### src/rtl/msi_irq_scheduler.sv
// Round-robin MSI scheduler: edge-latched pending bits with per-source masking,
// vector folding into the host-allocated MSI count, and an enforced inter-message gap.
module msi_irq_scheduler #(
  parameter int unsigned N_IRQ      = 8,
  parameter int unsigned GAP_CYCLES = 4
) (
  input  logic             clk,
  input  logic             reset,
  input  logic [N_IRQ-1:0] irq,
  input  logic [N_IRQ-1:0] irq_mask,
  input  logic             msi_enable,
  input  logic [2:0]       msi_mme,
  output logic             app_msi_req,
  output logic [4:0]       app_msi_num,
  output logic [2:0]       app_msi_tc,
  input  logic             app_msi_ack,
  output logic [N_IRQ-1:0] pending
);

  localparam int unsigned IW = (N_IRQ > 1) ? $clog2(N_IRQ) : 1;

  typedef enum logic [1:0] {
    S_IDLE,
    S_REQ,
    S_GAP
  } state_t;

  state_t           state_q;
  logic [N_IRQ-1:0] irq_q;
  logic [N_IRQ-1:0] pending_q;
  logic [N_IRQ-1:0] pending_d;
  logic [N_IRQ-1:0] rise;
  logic [N_IRQ-1:0] clr;
  logic [N_IRQ-1:0] eligible;
  logic [IW-1:0]    last_q;
  logic [IW-1:0]    g_q;
  logic [7:0]       gap_q;
  logic             req_q;
  logic [4:0]       num_q;

  logic             sel_valid;
  logic [IW-1:0]    sel_idx;
  logic [4:0]       sel_num;
  logic [2:0]       mme_eff;
  logic [5:0]       vec_cnt;

  assign rise     = irq & ~irq_q;
  assign eligible = pending_q & ~irq_mask & {N_IRQ{msi_enable}};

  always_comb begin
    clr = '0;
    if (state_q == S_REQ && app_msi_ack) begin
      clr[g_q] = 1'b1;
    end
  end

  // A rise on the bit being cleared wins, so the source is delivered again.
  assign pending_d = (pending_q & ~clr) | rise;

  always_comb begin
    sel_valid = 1'b0;
    sel_idx   = '0;
    for (int unsigned i = 1; i <= N_IRQ; i++) begin
      if (!sel_valid && eligible[IW'((32'(last_q) + i) % N_IRQ)]) begin
        sel_valid = 1'b1;
        sel_idx   = IW'((32'(last_q) + i) % N_IRQ);
      end
    end
  end

  // Sources beyond the allocated vector count share the top vector.
  always_comb begin
    mme_eff = (msi_mme > 3'd5) ? 3'd5 : msi_mme;
    vec_cnt = 6'd1 << mme_eff;
    if (6'(sel_idx) < vec_cnt) begin
      sel_num = 5'(sel_idx);
    end else begin
      sel_num = 5'(vec_cnt - 6'd1);
    end
  end

  always_ff @(posedge clk) begin
    if (reset) begin
      state_q   <= S_IDLE;
      irq_q     <= '0;
      pending_q <= '0;
      last_q    <= IW'(N_IRQ - 1);
      g_q       <= '0;
      gap_q     <= '0;
      req_q     <= 1'b0;
      num_q     <= '0;
    end else begin
      irq_q     <= irq;
      pending_q <= pending_d;
      case (state_q)
        S_IDLE: begin
          if (sel_valid) begin
            g_q     <= sel_idx;
            num_q   <= sel_num;
            req_q   <= 1'b1;
            state_q <= S_REQ;
          end
        end
        S_REQ: begin
          if (app_msi_ack) begin
            req_q  <= 1'b0;
            last_q <= g_q;
            if (GAP_CYCLES == 0) begin
              state_q <= S_IDLE;
            end else begin
              gap_q   <= 8'(GAP_CYCLES);
              state_q <= S_GAP;
            end
          end
        end
        S_GAP: begin
          gap_q <= gap_q - 8'd1;
          if (gap_q <= 8'd1) begin
            state_q <= S_IDLE;
          end
        end
        default: state_q <= S_IDLE;
      endcase
    end
  end

  assign app_msi_req = req_q;
  assign app_msi_num = num_q;
  assign app_msi_tc  = 3'b000;
  assign pending     = pending_q;

endmodule

### config.mk
export PLATFORM = sky130hd
export DESIGN_NAME = msi_irq_scheduler
export DESIGN_NICKNAME = d
export VERILOG_FILES = /design/src/rtl/msi_irq_scheduler.sv
export SDC_FILE = /design/constraint.sdc
export NUM_CORES = 1
export LEC_CHECK = 0
export CORE_UTILIZATION = 45
export CTS_CLUSTER_SIZE = 8
export DETAILED_ROUTE_END_ITERATION = 10
export GPL_ROUTABILITY_DRIVEN = 1
export PLACE_DENSITY_LB_ADDON = 0.1
export SYNTH_ARGS = -nofsm -noshare
export SYNTH_HDL_FRONTEND = slang
export SYNTH_SLANG_ARGS = --single-unit
### constraint.sdc
create_clock -name clk -period 3.6 [get_ports clk]
set_input_delay 0.72 -clock clk [delete_from_list [all_inputs] [get_ports clk]]
set_output_delay 0.72 -clock clk [all_outputs]
set_load 0.01 [all_outputs]
==> results of run 1 <==
[cells by family (layout without fill, tap and decap cells)]
| logic type | count (synthesis) | after routing |
|---|---|---|
| XOR/XNOR | 5 | 5 |
| adder cells (fa/ha/maj) | 7 | 7 |
| buffers and inverters | 25 | 98 |
| AND/OR/NAND/NOR | 133 | 133 |
| AO/OA/AOI/OAI | 89 | 89 |
| flip-flops | 38 | 38 |
| multiplexers | 11 | 11 |
| other | 1 | 3 |
[routing by layer]
layer	track usage (%)	vias up	wire, um
met5	0	-	0
met4	5.93	0	94
met3	3.14	9	294
met2	38.8	64	3240
met1	30.7	1184	3180
li1	-	1302	-
[worst max-delay path, cell delays in order]
cell and delay (ps):
dlygate4sd2_1 290, nor4bb_2 300, a31oi_1 110, and2_4 200
o22a_2 240, buf_4 160, o211ai_1 260, o311ai_4 170
ha_4 190, or3_4 380, or4_4 480, a31oi_1 160
[cell usage in the layout (no fill, tap or decap), types with 4 or more instances in the layout]
cell             instances
buf_4                   45
dfxtp_1                 38
clkdlybuf4s50_1         27
a21oi_1                 26
nor2_1                  22
nand2_1                 20
nor2b_1                 15
nand2b_1                14
o21ai_0                 10
mux2i_1                  7
o211ai_1                 7
nand3_1                  7
inv_1                    6
nand3b_1                 6
o31ai_1                  5
clkbuf_8                 5
dlymetal6s2s_1           5
a31oi_1                  4
or3_1                    4
nor3_1                   4
ha_1                     4
dlygate4sd2_1            4
[power groups by stage]
| stage | logic (W) | registers [W] | clock network [W] |
|---|---|---|---|
| floorplan | 0.000552 | 0.000559 | 0 |
| global placement | 0.000846 | 0.000574 | 0 |
| detailed placement | 0.000857 | 0.000574 | 0 |
| CTS | 0.000922 | 0.000565 | 0.000281 |
| global route | 0.00106 | 0.000579 | 0.000300 |
| finish | 0.000969 | 0.000567 | 0.000273 |
[layout make-up]
type	instances	share of cell area [%]
Clock inverter	2	0.277
Clock buffer	5	1.91
Multi-Input combinational cell	248	53.0
Inverter	8	0.902
Tap cell	72	2.50
Sequential cell	38	21.1
Timing Repair Buffer	83	20.3
[through the flow]
stage	total power [W]	utilization (%)	instance area, um^2
3_5_place_dp	0.00143	58.9	3280
6_report	0.00181	64.7	3610
5_1_grt	0.00194	64.7	3610
4_1_cts	0.00177	62.8	3500
3_3_place_gp	0.00142	58.9	3280
2_1_floorplan	0.00111	-	2630
[worst max path at each step]
stage	end	slack, ps	start	cells after the start
final	app_msi_num[2]$_SDFFE_PP0P_	160	irq_mask[3]	12
after global routing	app_msi_num[2]$_SDFFE_PP0P_	-10	last_q[0]$_SDFFE_PP1P_	15
after CTS	app_msi_num[1]$_SDFFE_PP0P_	2	irq_mask[5]	13
after detailed placement	app_msi_num[1]$_SDFFE_PP0P_	-480	irq_mask[5]	13
after global placement	app_msi_num[2]$_SDFFE_PP0P_	-470	msi_enable	14
after floorplan	app_msi_num[2]$_SDFFE_PP0P_	2	last_q[1]$_SDFFE_PP1P_	15
[sequential cells by signal (all words and copies together) (netlist names)]
register / cells
gap_q: 8
irq_q: 8
pending: 8
app_msi_num: 5
g_q: 3
last_q: 3
state_q: 2
app_msi_req: 1
[timing repair]
item,in CTS,in global routing
gates resized for setup,21,21
setup buffers,6,1
endpoints found under the setup margin,3,3
pin swaps,14,7
==> impl_metrics.env, run 1 <==
export IMPL_status="finished clean"
export IMPL_min_path_type="flip-flop to flip-flop"
export IMPL_syn_to_final_growth_pct=37.5
export IMPL_synth_top_area_share_pct=29.0
export IMPL_dpl_cell_count=442
export IMPL_cts_buffers=5
export IMPL_wirelength_mm=6.80
export IMPL_clock_skew_ps=4.58
export IMPL_synth_ff_type="dfxtp_1"
export IMPL_r2r_cells=14
export IMPL_synth_compound_area_share_pct=24.1
export IMPL_synth_fa_ha_area_share_pct=3.34
export IMPL_drtIter0Drc=78
export IMPL_intPower_w=0.00112
export IMPL_multi_input_area_mm2=0.00191
export IMPL_fp_dieH_um=78.4
export IMPL_synthesis_area_mm2=0.00262
export IMPL_cp_arrival_ps=3650
export IMPL_p_sw_w=0.000693
export IMPL_cts_root_buffer="clkbuf_8"
export IMPL_hold_start="app_msi_req$_SDFFE_PP0P_"
export IMPL_drt_pass1_iterations=4
export IMPL_setup_viol=0
export IMPL_num_fill_cells=474
export IMPL_fin_ws_ps=164
export IMPL_p_per_area_mw_per_mm2=501
export IMPL_slew_headroom_pct=66.7
export IMPL_num_rows=27
export IMPL_worstPathRequired_ps=3820
export IMPL_ios=40
export IMPL_fmax_mhz=291
export IMPL_tightest_slew_ps=493
export IMPL_grt_antenna_before_repair=0
export IMPL_clk_path_buf_depth=2
export IMPL_hold_viol=0
export IMPL_ir_drop_uv=356
export IMPL_ant_nets=0
export IMPL_die_area_mm2=0.00614
export IMPL_final_cells=456
export IMPL_clk_latency_ps=290
export IMPL_synth_edf_count=0
export IMPL_clk_pin_slew_ps=70
export IMPL_ys_seq_elements=38
export IMPL_regToRegSetupSlack_ps=210
export IMPL_netlist_top_cell_by_area="dfxtp_1"
export IMPL_cp_max_fo=4
export IMPL_portBuffers=36
export IMPL_yosys_top_cells_count="dfxtp_1 (38), a21oi_1 (26), nor2_1 (22)"
export IMPL_hold_ws_ps=468
export IMPL_place_congestion=0.803
export IMPL_p_comb_share_pct=53.6
export IMPL_rr_endpoint="app_msi_num[2]$_SDFFE_PP0P_"
export IMPL_r2r_start="last_q[0]$_SDFFE_PP1P_"
export IMPL_p_sw_share_pct=38.3
export IMPL_place_hpwl_mm=4.98
export IMPL_drv_cap=0
export IMPL_setup_worst_path_start_class="input port"
export IMPL_wl_per_cell_um=14.9
export IMPL_grt_use_total_pct=23.0
export IMPL_yosysMostFrequentCell="dfxtp_1"
export IMPL_end_kind="flip-flop"
export IMPL_cts_tree="built"
export IMPL_syn_inst=309
export IMPL_synth_xor_area_share_pct=1.67
export IMPL_die_w_um=78.4
export IMPL_start_util_pct=47.1
export IMPL_h_tree_depth=2
export IMPL_diodes=0
export IMPL_avgViaCountPerCell=5.61
export IMPL_drc=0
export IMPL_grt_ovfl_total=0
export IMPL_tns_ps=0
export IMPL_muxShareOfSynthArea_pct=4.77
export IMPL_crit_type="input port to flip-flop"
export IMPL_synth_top_family_by_area="simple AND/OR/NAND/NOR gates"
export IMPL_yosys_top_cells_area="dfxtp_1 (29%), a21oi_1 (5.0%), nor2b_1 (4.1%)"
export IMPL_synthArstFlopShare_pct=0
export IMPL_synth_cell_types=68
export IMPL_clkPwrFrac_pct=15.1
export IMPL_ff_latch_area_um2=761
export IMPL_synth_simple_area_share_pct=31.9
export IMPL_final_nets=414
export IMPL_yosysWarnings=0
export IMPL_seqPwrFrac_pct=31.3
export IMPL_grt_pass1_wl_mm=11.3
export IMPL_syn_area_per_cell_um2=8.49
export IMPL_dr_total_vias=2559
export IMPL_min_period_over_period_pct=95.4
export IMPL_cts_sinks=38
export IMPL_first_global_vias=2390
export IMPL_min_to="app_msi_req$_SDFFE_PP0P_"
export IMPL_final_max_slew_viol_count=0
export IMPL_ys_seq_area_share_pct=29.0
export IMPL_p_leak_nw=1.46
export IMPL_hold_path_depth=2
export IMPL_period_minus_slack_ps=3440
export IMPL_drive_above_1_share_pct=26.6
export IMPL_core_area_mm2=0.00557
export IMPL_grt_max_degree=41
export IMPL_pre_cts_ws_ps=-476
export IMPL_cts_hold_fix_buffers=0
(Power assumes the default switching activity.)
==> run 2, diff against run 1 <==
--- a/config.mk
+++ b/config.mk
@@ -10,6 +10,7 @@
 export DETAILED_ROUTE_END_ITERATION = 10
 export GPL_ROUTABILITY_DRIVEN = 1
 export PLACE_DENSITY_LB_ADDON = 0.1
+export SLEW_MARGIN = 30
 export SYNTH_ARGS = -nofsm -noshare
 export SYNTH_HDL_FRONTEND = slang
 export SYNTH_SLANG_ARGS = --single-unit
==> results of run 2 <==
Final layout, timing and power as in run 1 (identical DEF).
